$ cat src/rtl/ahb_apb3_bridge.sv
// AHB-Lite slave to APB3 master bridge: decodes a window into NSLV one-hot APB selects.
// Latency: read = 2 wait states, write = 3 wait states, +1 per pready-low ACCESS cycle.
// Backpressure: hreadyout is low while an APB transfer or ERR1 is in progress; one transfer in flight.
//
// Ports:
//   hclk, hreset                       clock, asynchronous active-high reset
//   hsel, hreadyin, htrans, hwrite,    AHB address phase
//   haddr, hwdata                      (hwdata in the first data-phase cycle)
//   hreadyout, hresp, hrdata           AHB response (hresp 01 = ERROR, two cycles)
//   pselx, penable, pwrite, paddr,     APB3 master request
//   pwdata
//   prdata, pready, pslverr            APB3 slave response
module ahb_apb3_bridge #(
  parameter int                 ADDR_W    = 32,
  parameter int                 DATA_W    = 32,
  parameter int                 NSLV      = 3,
  parameter logic [ADDR_W-1:0]  BASE      = ADDR_W'(32'h8000_0000),
  parameter int                 SLV_SHIFT = 26,
  parameter int                 TIMEOUT   = 16
) (
  input  logic              hclk,
  input  logic              hreset,
  input  logic              hsel,
  input  logic              hreadyin,
  input  logic [1:0]        htrans,
  input  logic              hwrite,
  input  logic [ADDR_W-1:0] haddr,
  input  logic [DATA_W-1:0] hwdata,
  output logic              hreadyout,
  output logic [1:0]        hresp,
  output logic [DATA_W-1:0] hrdata,
  output logic [NSLV-1:0]   pselx,
  output logic              penable,
  output logic              pwrite,
  output logic [ADDR_W-1:0] paddr,
  output logic [DATA_W-1:0] pwdata,
  input  logic [DATA_W-1:0] prdata,
  input  logic              pready,
  input  logic              pslverr
);

  localparam int IDX_W = (NSLV > 1) ? $clog2(NSLV) : 1;
  // A zero TIMEOUT would give a zero-width counter; keep one bit so the logic stays legal.
  localparam int CNT_W = (TIMEOUT > 0) ? $clog2(TIMEOUT + 1) : 1;
  localparam logic [CNT_W-1:0] CNT_LAST = (TIMEOUT > 0) ? CNT_W'(TIMEOUT - 1) : '0;

  localparam logic [2:0] S_IDLE   = 3'd0;
  localparam logic [2:0] S_WWAIT  = 3'd1;
  localparam logic [2:0] S_SETUP  = 3'd2;
  localparam logic [2:0] S_ACCESS = 3'd3;
  localparam logic [2:0] S_ERR1   = 3'd4;
  localparam logic [2:0] S_ERR2   = 3'd5;

  logic [2:0]        state;
  logic [2:0]        state_nxt;
  logic [IDX_W-1:0]  idx_q;
  logic [IDX_W-1:0]  sel_idx;
  logic [NSLV-1:0]   sel_oh;
  logic [CNT_W-1:0]  cnt;
  logic [ADDR_W-1:0] off;
  logic [ADDR_W-1:0] off_idx;
  logic              active;
  logic              hit;
  logic              can_accept;
  logic              timeout_hit;
  logic              unused_htrans0;

  // NONSEQ and SEQ both have htrans[1] set; IDLE and BUSY do not.
  assign active         = hsel & hreadyin & htrans[1];
  assign unused_htrans0 = htrans[0];

  assign off     = haddr - BASE;
  assign off_idx = off >> SLV_SHIFT;
  assign hit     = (haddr >= BASE) && (off_idx < ADDR_W'(NSLV));

  // ERR2 already drives hreadyout=1, so it accepts a new address phase exactly like IDLE.
  assign can_accept = (state == S_IDLE) || (state == S_ERR2);

  // Fires on the ACCESS cycle that would make the count reach TIMEOUT; pready is
  // checked first in the next-state logic, so a ready slave still completes normally.
  assign timeout_hit = (TIMEOUT != 0) && (cnt == CNT_LAST);

  // Straight from IDLE/ERR2 into SETUP the index comes from the live decode;
  // after WWAIT it comes from the captured copy.
  assign sel_idx = can_accept ? off_idx[IDX_W-1:0] : idx_q;
  assign sel_oh  = NSLV'(1) << sel_idx;

  // Moore outputs: depend on state only.
  assign hreadyout = can_accept;
  assign hresp     = ((state == S_ERR1) || (state == S_ERR2)) ? 2'b01 : 2'b00;

  always_comb begin
    state_nxt = S_IDLE;
    case (state)
      S_IDLE, S_ERR2: begin
        if (active) begin
          if (hit) state_nxt = hwrite ? S_WWAIT : S_SETUP;
          else     state_nxt = S_ERR1;
        end
      end
      S_WWAIT:  state_nxt = S_SETUP;
      S_SETUP:  state_nxt = S_ACCESS;
      S_ACCESS: begin
        if (pready)           state_nxt = pslverr ? S_ERR1 : S_IDLE;
        else if (timeout_hit) state_nxt = S_ERR1;
        else                  state_nxt = S_ACCESS;
      end
      S_ERR1:   state_nxt = S_ERR2;
      default:  state_nxt = S_IDLE;
    endcase
  end

  always_ff @(posedge hclk or posedge hreset) begin
    if (hreset) begin
      state   <= S_IDLE;
      idx_q   <= '0;
      cnt     <= '0;
      pselx   <= '0;
      penable <= 1'b0;
      pwrite  <= 1'b0;
      paddr   <= '0;
      pwdata  <= '0;
      hrdata  <= '0;
    end else begin
      state <= state_nxt;

      if (can_accept && active && hit) begin
        paddr  <= haddr;
        pwrite <= hwrite;
        idx_q  <= off_idx[IDX_W-1:0];
      end

      if (state == S_WWAIT) pwdata <= hwdata;

      if ((state == S_ACCESS) && pready && !pslverr && !pwrite) hrdata <= prdata;

      // Registered APB strobes, computed from the next state so they line up with it.
      pselx   <= ((state_nxt == S_SETUP) || (state_nxt == S_ACCESS)) ? sel_oh : '0;
      penable <= (state_nxt == S_ACCESS);

      if ((state != S_ACCESS) && (state_nxt == S_ACCESS)) begin
        cnt <= '0;
      end else if ((state == S_ACCESS) && !pready && (cnt != '1)) begin
        cnt <= cnt + 1'b1;
      end
    end
  end

endmodule

$ cat config.mk
export PLATFORM = sky130hd
export DESIGN_NAME = ahb_apb3_bridge
export DESIGN_NICKNAME = d
export VERILOG_FILES = /design/src/rtl/ahb_apb3_bridge.sv
export SDC_FILE = /design/constraint.sdc
export NUM_CORES = 1
export LEC_CHECK = 0
export CAP_MARGIN = 20
export CORE_UTILIZATION = 42
export CTS_CLUSTER_SIZE = 14
export DETAILED_ROUTE_END_ITERATION = 12
export GPL_TIMING_DRIVEN = 1
export PLACE_DENSITY = 0.82
export SETUP_SLACK_MARGIN = 0.1
export SLEW_MARGIN = 40
export SYNTH_ARGS = -nofsm -noshare
export SYNTH_HDL_FRONTEND = slang
export SYNTH_SLANG_ARGS = --single-unit
export TNS_END_PERCENT = 10
$ cat constraint.sdc
create_clock -name hclk -period 8.8 [get_ports hclk]
set_input_delay 0.88 -clock hclk [delete_from_list [all_inputs] [get_ports hclk]]
set_output_delay 0.88 -clock hclk [all_outputs]
set_load 0.005 [all_outputs]
* After elaboration in Yosys (flattened, before gate mapping) *
Index checks and enable logic that the tools add are counted.

word-level totals
  flip-flop bits (word level) = 111
  output and inout port bits = 104
  word-level logic and storage cells = 56
  bits of input ports = 105

operators by class
  muxes and demuxes = 12
  eq/ne operators = 10
  $lt $le $gt $ge = 2
  $add $sub $neg = 2
  reduce and logical (&&, ||, !) cells = 18
  bitwise gates (word level) = 2
  shift operators = 1

operator list
  kind                      number
  $ge A32 B32 Y1 const B    1
  $sub A32 B32 Y32 const B  1
  $mux W3                   6
  $pmux W3 S5               1
  $eq A3 B2 Y1 const B      4
  $mux W5                   2
  $logic_and A1 B1 Y1       9
  $eq A3 B3 Y1 const B      2
  $lt A6 B2 Y1 const B      1
  $add A5 B1 Y5 const B     1
  $eq A5 B4 Y1 const B      1
  $ne A5 B5 Y1 const B      1
  $mux W2                   2
  $eq A3 B1 Y1 const B      1
  $logic_not A1 Y1          3
  $logic_not A3 Y1          1
  $logic_or A1 B1 Y1        3
  $ne A3 B2 Y1 const B      1
  $shl A1 B2 Y3 const A     1
  $and A1 B1 Y1             2
  $reduce_bool A2 Y1        1
  $reduce_or A2 Y1          1
  $mux W1                   1

* Depth between registers and ports, before layout *
Gate-level depths: netlist (run 1).

  word-level depth = 9
  mapped depth = 8
  depth with buffers taken out = 7

* Least setup slack after synthesis (run 1) *
No wires, ideal clock.

  path kind = input-to-reg
  from = input haddr[28]
  to = register paddr[10]
  slack = 6.715 ns
  data required time = 8.675 ns
  arrival time = 1.960 ns
  library setup time = 0.125 ns
  buffers on the path = 1
  cell stages on the path = 5
  path through = nor4b_2 -> nand2_1 -> nor2_8 -> buf_12 -> mux2_4

between the ends
  cells in the longest elaborated chain, start to end = 4
  elaborated cells on any way between the ends = 5
  classes of those cells = add/sub (1); order compare (2); reduce/logical (2)

ends and longest elaborated chain
  what                     line  RTL
  start: declaration       27    input logic [ADDR_W-1:0] haddr,
  $sub A32 B32 Y32         72    assign off = haddr - BASE;
  $lt A6 B2 Y1             74    assign hit = (haddr >= BASE) && (off_idx < ADDR_W'(NSLV));
  $logic_and A1 B1 Y1 (*)  74
  $logic_and A1 B1 Y1 (*)  127   if (can_accept && active && hit) begin
  end signal: assignment   128   paddr <= haddr;
  end: declaration         35    output logic [ADDR_W-1:0] paddr,

Every way passes the cells marked *; elsewhere a longest branch is shown, timed or not.
A chain may end at the register's enable or synchronous reset.

* Worst setup path after layout (run 1) *
  from = register state[0]
  to = output hreadyout

between the ends
  cells in the longest elaborated chain, start to end = 2
  elaborated cells on any way between the ends = 3
  classes of those cells = eq/ne (1); reduce/logical (2)

ends and longest elaborated chain
  what                                              line  RTL
  start: declaration                                54    logic [2:0] state;
  start signal: assignment                          125   state <= state_nxt;
  $eq A3 B3 Y1 or $logic_not A3 Y1 (tied branches)  77    assign can_accept = (state == S_IDLE) || (state == S_ERR2);
  $logic_or A1 B1 Y1 (*)                            77
  end: declaration                                  29    output logic hreadyout,

Marks and branches as above.

==> flow_metrics.py, run 1 <==
metrics = {
    "synthesis": {
        "synthSimpleGateAreaFrac_pct": 5.19,
        "synth_top_family_by_area": "multiplexers",
        "synth-xor-area-share_pct": 0.954,
        "synth-adder-area-share_pct": 0.842,
        "synth_edf_count": 0,
        "postSynth.asyncResetShare_pct": 100,
        "synth.distinct_cells": 38,
        "syn_nets": 381,
        "synthMuxAreaShare_pct": 26.6,
        "yosysSeqAreaShare_pct": 61.2,
        "ys_warn_count": 0,
        "yosys_most_used_dff": "dfrtp_1",
        "syn_area_per_cell_um2": 16.3,
        "postSynthCellCount": 273,
        "synth_area_um2": 4460,
        "ys_ff_latch": 109,
        "synth_compound_area_share_pct": 1.32,
    },
    "clocking": {
        "cts_tree": "built",
        "insertion_delay_ns": 0.37,
        "clock_path_buffers": 2,
        "cts_sinks": 109,
        "cts_hold_buf": 0,
        "postCtsResizedCells": 0,
        "numCtsBuffers": 9,
        "cts_setup_buffers": 0,
        "cts-root-buf": "clkbuf_8",
        "path_clk_slew_ns": 0.10,
        "h-tree-depth": 3,
    },
    "power": {
        "p_leak_nw": 2.95,
        "powerDensity_nw_per_um2": 268,
        "vdd_drop_max_mv": 0.120,
        "total_power_mw": 1.80,
    },
    "timing": {
        "rsz0062_at_grt": "no",
        "fin_crit_sh_pct": 30.7,
        "setup_tns_ns": 0,
        "max-slew-margin-rel_pct": 53.3,
        "finalSetupViolations": 0,
        "holdWs_ns": 0.476,
        "slew_viol_final": 0,
        "hold_viol": 0,
        "worst_pin_slew_ns": 0.701,
        "max_freq_mhz": 370,
        "fin_ws_ns": 6.10,
        "fin_skew_ns": 0.0214,
        "min_period_ns": 2.70,
    },
    "drt": {
        "highest_layer": "met4",
        "wl_per_cell_um": 15.9,
        "first_iter_violations": 78,
        "via_per_inst": 4.75,
        "drt-total-wl_um": 9860,
        "antenna_left": 0,
        "vias": 2945,
        "drc": 0,
        "wl_met1_um": 3940,
        "met2_length_um": 5250,
        "wl_met3_um": 517,
        "drtPass1Iterations": 4,
    },
    "place": {
        "place_congestion": 0.695,
        "pre_cts_slack_ns": 5.79,
        "place_area_um2": 6560,
        "dp_hpwl_um": 7470,
        "port_buffers": 206,
    },
    "finish": {
        "final_common_cell": "clkdlybuf4s50_1",
        "antennaDiodeCount": 0,
        "drive_gt1_share_pct": 13.2,
        "layout.nets": 587,
        "final_cell_mix": "clkdlybuf4s50_1, dfrtp_1, mux2_1",
        "area_delta_synth_final_pct": 51.2,
        "fin_area_um2": 6740,
    },
    "worst_setup_path": {
        "cp.arrival_ns": 1.82,
        "cp-end-kind": "output pin",
        "cp-start-kind": "register",
        "path_class": "register to output pin",
        "crit_required_ns": 7.92,
        "cp_max_fo": 8,
    },
    "grt": {
        "antenna_found_initial": 0,
        "grt_pass1_wl_um": 16200,
        "grt-ovfl-total": 0,
        "grt_pass1_vias": 3186,
        "grtUsageTotal_pct": 18.9,
        "grt_max_degree": 70,
    },
    "floorplanning": {
        "ioPinCount": 209,
        "dieArea_um2": 11000,
        "coreArea_um2": 10300,
        "die_h_um": 105,
        "initial_utilization_pct": 43.2,
        "rows": 37,
        "die_x_um": 105,
    },
    "hold_path": {
        "min_path_type": "register to register",
    },
    "outcome": {
        "status": "finished, final reports clean",
    },
    "job": {
        "maxCapViolations": 0,
    },
}
## per-stage QoR
stage,utilization (%),instances
floorplan,-,273
global placement,63.5,604
detailed placement,63.6,604
CTS,65.3,620
global route,65.3,620
finish,65.3,620
## kinds of logic after synthesis
| family | Yosys count |
|---|---|
| flops | 109 |
| fa+ha+maj | 3 |
| other cells | 1 |
| compound gates | 8 |
| buf+inv | 18 |
| xor+xnor | 4 |
| simple gates | 33 |
| mux | 97 |
## layer usage
layer | vias up | global-route usage, %
li1 | 1360 | -
met1 | 1457 | 22.6
met2 | 114 | 34.2
met3 | 14 | 3.49
met4 | 0 | 6.34
met5 | - | 0
## critical path, stage by stage (launching register included)
cell and delay, ns:
dfrtp_1 0.48, xnor2_2 0.27, and2_4 0.20, clkdlybuf4s50_1 0.52
## area by class of cell
type | instances | area [µm²]
repair buffers | 208 | 2080
flip-flops and latches | 109 | 2730
inverters | 5 | 21.3
well taps | 136 | 170
fillers | 798 | 3580
clock inverters | 7 | 56.3
clock buffers | 9 | 124
multi-input cells | 146 | 1560
## power breakdown
group | leakage, nW | internal, mW | switching (mW) | total (mW)
Clock | 0.0959 | 0.107 | 0.175 | 0.282
Sequential | 1.37 | 0.686 | 0.0995 | 0.786
Combinational | 1.48 | 0.499 | 0.238 | 0.737
Total | 2.95 | 1.29 | 0.513 | 1.80
## registers in the layout, indices dropped and copies added (netlist names)
name,count
cnt,5
hrdata,32
paddr,32
penable,1
pselx,3
pwdata,32
pwrite,1
state,3
## Yosys cell counts, types with 3 or more instances
| master | instances | area (µm²) |
|---|---|---|
| nor2b_1 | 3 | 18.8 |
| buf_6 | 7 | 78.8 |
| mux2_4 | 26 | 390 |
| inv_1 | 4 | 15.0 |
| mux2_2 | 9 | 101 |
| mux2_1 | 60 | 676 |
| dfrtp_1 | 109 | 2730 |
| ha_1 | 3 | 37.5 |
| and3_1 | 6 | 37.5 |
| nor2_1 | 8 | 30.0 |
## path summary, 6_finish.rpt
check,start,to,slack [ns],depth (start not counted)
max reg2reg,state[0],paddr[26],6.79,4
max in group asynchronous,hreset,pwdata[14],6.92,3
min reg2reg,paddr[31],paddr[31],0.48,1
max,state[0],hreadyout,6.10,3
min in group asynchronous,hreset,pwdata[5],0.90,2
min,paddr[31],paddr[31],0.48,1
No activity file was read; power rests on OpenSTA's default activity.
==> run 2, diff against run 1 <==
Settings changed: CORE_UTILIZATION 42 to 41, PLACE_DENSITY 0.82 to 0.8.
Clock period 8.8 ns to 2.8 ns, I/O delays scaled along.
==> flow_metrics.py, run 2 (synthesized netlist as in run 1, its figures left out) <==
metrics = {
    "outcome": {
        "status": "finished, final reports clean",
    },
    "floorplanning": {
        "ioPinCount": 209,
        "rows": 37,
        "initial_utilization_pct": 42.8,
        "dieArea_um2": 11300,
        "die_x_um": 106,
        "coreArea_um2": 10400,
        "die_h_um": 106,
    },
    "place": {
        "pre_cts_slack_ns": 0.727,
        "place_congestion": 0.710,
        "dp_hpwl_um": 7530,
        "port_buffers": 206,
        "place_area_um2": 6590,
        "dp.cells": 605,
    },
    "finish": {
        "area_delta_synth_final_pct": 51.5,
        "antennaDiodeCount": 0,
        "final_cells": 621,
        "fin_area_um2": 6760,
        "layout.nets": 588,
        "seq_area_um2": 2730,
        "fill_cells": 806,
        "reg_top3": "hrdata: 32 flops, paddr: 32 flops, pwdata: 32 flops",
        "final_core_util_pct": 64.9,
        "drive_gt1_share_pct": 13.0,
        "multiInputGateArea_um2": 1560,
        "final_common_cell": "clkdlybuf4s50_1",
        "final_cell_mix": "clkdlybuf4s50_1, dfrtp_1, mux2_1",
    },
    "worst_setup_path": {
        "cp.arrival_ns": 1.81,
        "crit_required_ns": 2.52,
        "cp-end-kind": "output pin",
        "cp-start-kind": "register",
        "path_class": "register to output pin",
        "r2r_cells": 7,
        "cp_max_fo": 8,
    },
    "timing": {
        "fin_skew_ns": 0.0111,
        "fin_ws_ns": 0.710,
        "max_freq_mhz": 479,
        "holdWs_ns": 0.409,
        "setup_tns_ns": 0,
        "max-slew-margin-rel_pct": 60.1,
        "slew_viol_final": 0,
        "worst_pin_slew_ns": 0.598,
        "hold_viol": 0,
        "min_period_ns": 2.09,
        "fin_crit_sh_pct": 74.6,
        "finalSetupViolations": 0,
        "rsz0062_at_grt": "no",
    },
    "clocking": {
        "postCtsResizedCells": 0,
        "cts-root-buf": "clkbuf_8",
        "insertion_delay_ns": 0.35,
        "clock_path_buffers": 2,
        "cts_sinks": 109,
        "cts_setup_buffers": 0,
        "numCtsBuffers": 9,
        "cts_tree": "built",
        "cts_hold_buf": 0,
        "path_clk_slew_ns": 0.10,
        "h-tree-depth": 3,
    },
    "drt": {
        "antenna_left": 0,
        "first_iter_violations": 123,
        "drtPass1Iterations": 4,
        "drc": 0,
        "wl_per_cell_um": 16.1,
        "vias": 2911,
        "via_per_inst": 4.69,
        "drt-total-wl_um": 10000,
    },
    "grt": {
        "grt_pass1_vias": 3198,
        "antenna_found_initial": 0,
        "grt-ovfl-total": 0,
        "grt_max_degree": 110,
        "grtUsageTotal_pct": 18.2,
        "grt_pass1_wl_um": 16000,
    },
    "hold_path": {
        "min_path_type": "primary input to asynchronous set/reset pin",
    },
    "job": {
        "maxCapViolations": 0,
    },
    "power": {
        "powerDensity_nw_per_um2": 835,
        "vdd_drop_max_mv": 0.388,
        "total_power_mw": 5.64,
        "p_leak_nw": 2.94,
    },
}
[run 2: final cells by class]
type                       instances  share of cell area (%)
sequential                       109                    40.4
timing repair buffer             209                    31.2
multi-input combinational        146                    23.1
tap                              136                    2.52
clock buffer                      11                    1.94
clock inverter                     5                   0.518
inverter                           5                   0.333
[run 2: critical path, cell delays in order (launching register included)]
cell and delay, ns:
dfrtp_1 0.48, xnor2_2 0.27, and2_4 0.21, clkdlybuf4s50_1 0.50
[run 2: final timing paths]
| kind | slack (ns) | end | startpoint |
|---|---|---|---|
| max in group asynchronous | 1.91 | cnt[4] | hreset |
| setup / recovery | 0.71 | hreadyout | state[0] |
| hold / removal | 0.41 | pwdata[31] | hreset |
| setup reg to reg | 0.96 | cnt[1] | cnt[0] |
| min in group hclk | 0.48 | paddr[31] | paddr[31] |
| hold reg to reg | 0.48 | paddr[31] | paddr[31] |
[run 2: power breakdown]
part           switching, mW  internal [mW]  leakage, nW  total [mW]
registers              0.307           2.16         1.37        2.46
logic                  0.764           1.57         1.48        2.33
clock network          0.517          0.329       0.0841       0.847
[run 2: routing by layer]
| layer | share of wire (%) | track usage, % | routed length, µm | vias to the layer above |
|---|---|---|---|---|
| met4 | 1.2 | 5.36 | 115 | 0 |
| met2 | 55 | 33.2 | 5490 | 100 |
| met1 | 39 | 21.7 | 3900 | 1441 |
| met5 | 0 | 0 | 0 | - |
| met3 | 4.9 | 3.25 | 490 | 10 |
| li1 | - | - | - | 1360 |
==> run 3, diff against run 2 <==
Clock period 2.8 ns to 2.2 ns, I/O delays scaled along.
==> flow_metrics.py, run 3 (synthesized netlist as in run 1, its figures left out) <==
metrics = {
    "floorplanning": {
        "initial_utilization_pct": 42.8,
        "die_h_um": 106,
        "die_x_um": 106,
        "rows": 37,
        "dieArea_um2": 11300,
        "ioPinCount": 209,
        "coreArea_um2": 10400,
    },
    "power": {
        "p_leak_nw": 2.98,
        "total_power_mw": 7.48,
        "vdd_drop_max_mv": 0.639,
        "powerDensity_nw_per_um2": 1090,
    },
    "finish": {
        "layout.nets": 591,
        "final_core_util_pct": 65.7,
        "reg_top3": "hrdata: 32 flops, paddr: 32 flops, pwdata: 32 flops",
        "final_common_cell": "clkdlybuf4s50_1",
        "final_cell_mix": "clkdlybuf4s50_1, dfrtp_1, mux2_1",
        "antennaDiodeCount": 0,
        "seq_area_um2": 2730,
        "drive_gt1_share_pct": 13.9,
        "fill_cells": 770,
        "fin_area_um2": 6840,
        "area_delta_synth_final_pct": 53.5,
        "final_cells": 624,
        "multiInputGateArea_um2": 1560,
    },
    "grt": {
        "grt_max_degree": 110,
        "grt_pass1_vias": 3114,
        "grtUsageTotal_pct": 17.8,
        "antenna_found_initial": 0,
        "grt_pass1_wl_um": 15500,
        "grt-ovfl-total": 0,
    },
    "worst_setup_path": {
        "r2r_cells": 7,
        "cp-end-kind": "output pin",
        "crit_chain": "xnor2_2 -> and2_4 -> clkdlybuf4s50_1",
        "path_class": "register to output pin",
        "slowest_delay_ns": 0.51,
        "slowest_stage": "clkdlybuf4s50_1",
        "cp.arrival_ns": 1.72,
        "r2r-start": "cnt[0]",
        "crit_buf_inv": 1,
        "r2r-end": "cnt[1]",
        "path_delay_family": "buffers and inverters",
        "cp_max_fo": 8,
        "crit_required_ns": 1.98,
        "cp-start-kind": "register",
        "r2r_slack_ns": 0.30,
    },
    "clocking": {
        "h-tree-depth": 3,
        "cts_tree": "built",
        "numCtsBuffers": 9,
        "clock_path_buffers": 2,
        "cts-root-buf": "clkbuf_8",
        "path_clk_slew_ns": 0.10,
        "cts_sinks": 109,
        "cts_hold_buf": 0,
        "insertion_delay_ns": 0.36,
    },
    "drt": {
        "wl_per_cell_um": 16.0,
        "via_per_inst": 4.74,
        "drtPass1Iterations": 2,
        "drc": 0,
        "first_iter_violations": 108,
        "vias": 2956,
        "antenna_left": 0,
        "drt-total-wl_um": 9970,
    },
    "timing": {
        "setup_tns_ns": 0,
        "max_freq_mhz": 515,
        "hold_viol": 0,
        "slew_viol_final": 0,
        "fin_ws_ns": 0.257,
        "max-slew-margin-rel_pct": 61.7,
        "worst_pin_slew_ns": 0.575,
        "min_period_ns": 1.94,
        "holdWs_ns": 0.364,
        "fin_crit_sh_pct": 88.3,
        "rsz0062_at_grt": "no",
        "finalSetupViolations": 0,
        "fin_skew_ns": 0.0129,
    },
    "place": {
        "dp.cells": 607,
        "dp_hpwl_um": 7560,
        "port_buffers": 206,
        "pre_cts_slack_ns": 0.198,
        "place_area_um2": 6610,
        "place_congestion": 0.755,
    },
    "outcome": {
        "status": "finished, final reports clean",
    },
    "hold_path": {
        "min_path_type": "primary input to asynchronous set/reset pin",
    },
    "job": {
        "maxCapViolations": 0,
    },
}
[run 3: cell types whose count changed in the layout (fill, tap and decap cells not counted)]
cell        previous run  this run
clkbuf_1               2         0
clkbuf_8               9        10
clkinv_2               2         0
bufinv_16              0         2
buf_4                  1         4
clkinvlp_4             2         3
[run 3: worst register-to-register path, delay by kind of cell, from the launching register on]
| family | cells | cell delay [ns] |
|---|---|---|
| adder cells (fa/ha/maj) | 2 | 0.41 |
| flip-flops | 1 | 0.42 |
| multiplexers | 1 | 0.22 |
| AND/OR/NAND/NOR | 4 | 0.72 |
[run 3: layout make-up]
class,instances,area share [%]
Clock buffer,10,2.01
Clock inverter,6,1.35
Inverter,5,0.329
Multi-Input combinational cell,146,22.8
Sequential cell,109,39.9
Tap cell,136,2.49
Timing Repair Buffer,212,31.2
[run 3: worst max-delay path by stage]
stage | start | to | slack, ns | cells after the start
2_1_floorplan | cnt[0] | cnt[1] | 0.52 | 8
3_3_place_gp | haddr[28] | paddr[2] | 0.22 | 6
3_5_place_dp | haddr[28] | paddr[17] | 0.20 | 6
4_1_cts | state[0] | hreadyout | 0.15 | 3
5_1_grt | state[0] | hreadyout | 0.18 | 3
6_report | state[0] | hreadyout | 0.26 | 3
[run 3: per-layer routing]
metal,routed length [µm],up-vias,share of wire (%),track usage [%]
li1,-,1378,-,-
met1,3920,1455,39,20.6
met2,5250,105,53,31.8
met3,542,18,5.4,3.49
met4,257,0,2.6,7.84
met5,0,-,0,0
[run 3: power breakdown]
part / total (mW) / switching, mW / internal, mW
Sequential: 3.14 / 0.396 / 2.75
Clock: 1.34 / 0.664 / 0.681
Combinational: 2.99 / 0.973 / 2.02
Total: 7.48 / 2.03 / 5.44
[run 3: what timing repair did]
action	in CTS	in global routing
setup endpoints to repair	0	1
buffers inserted	0	1
gates resized for setup	0	0
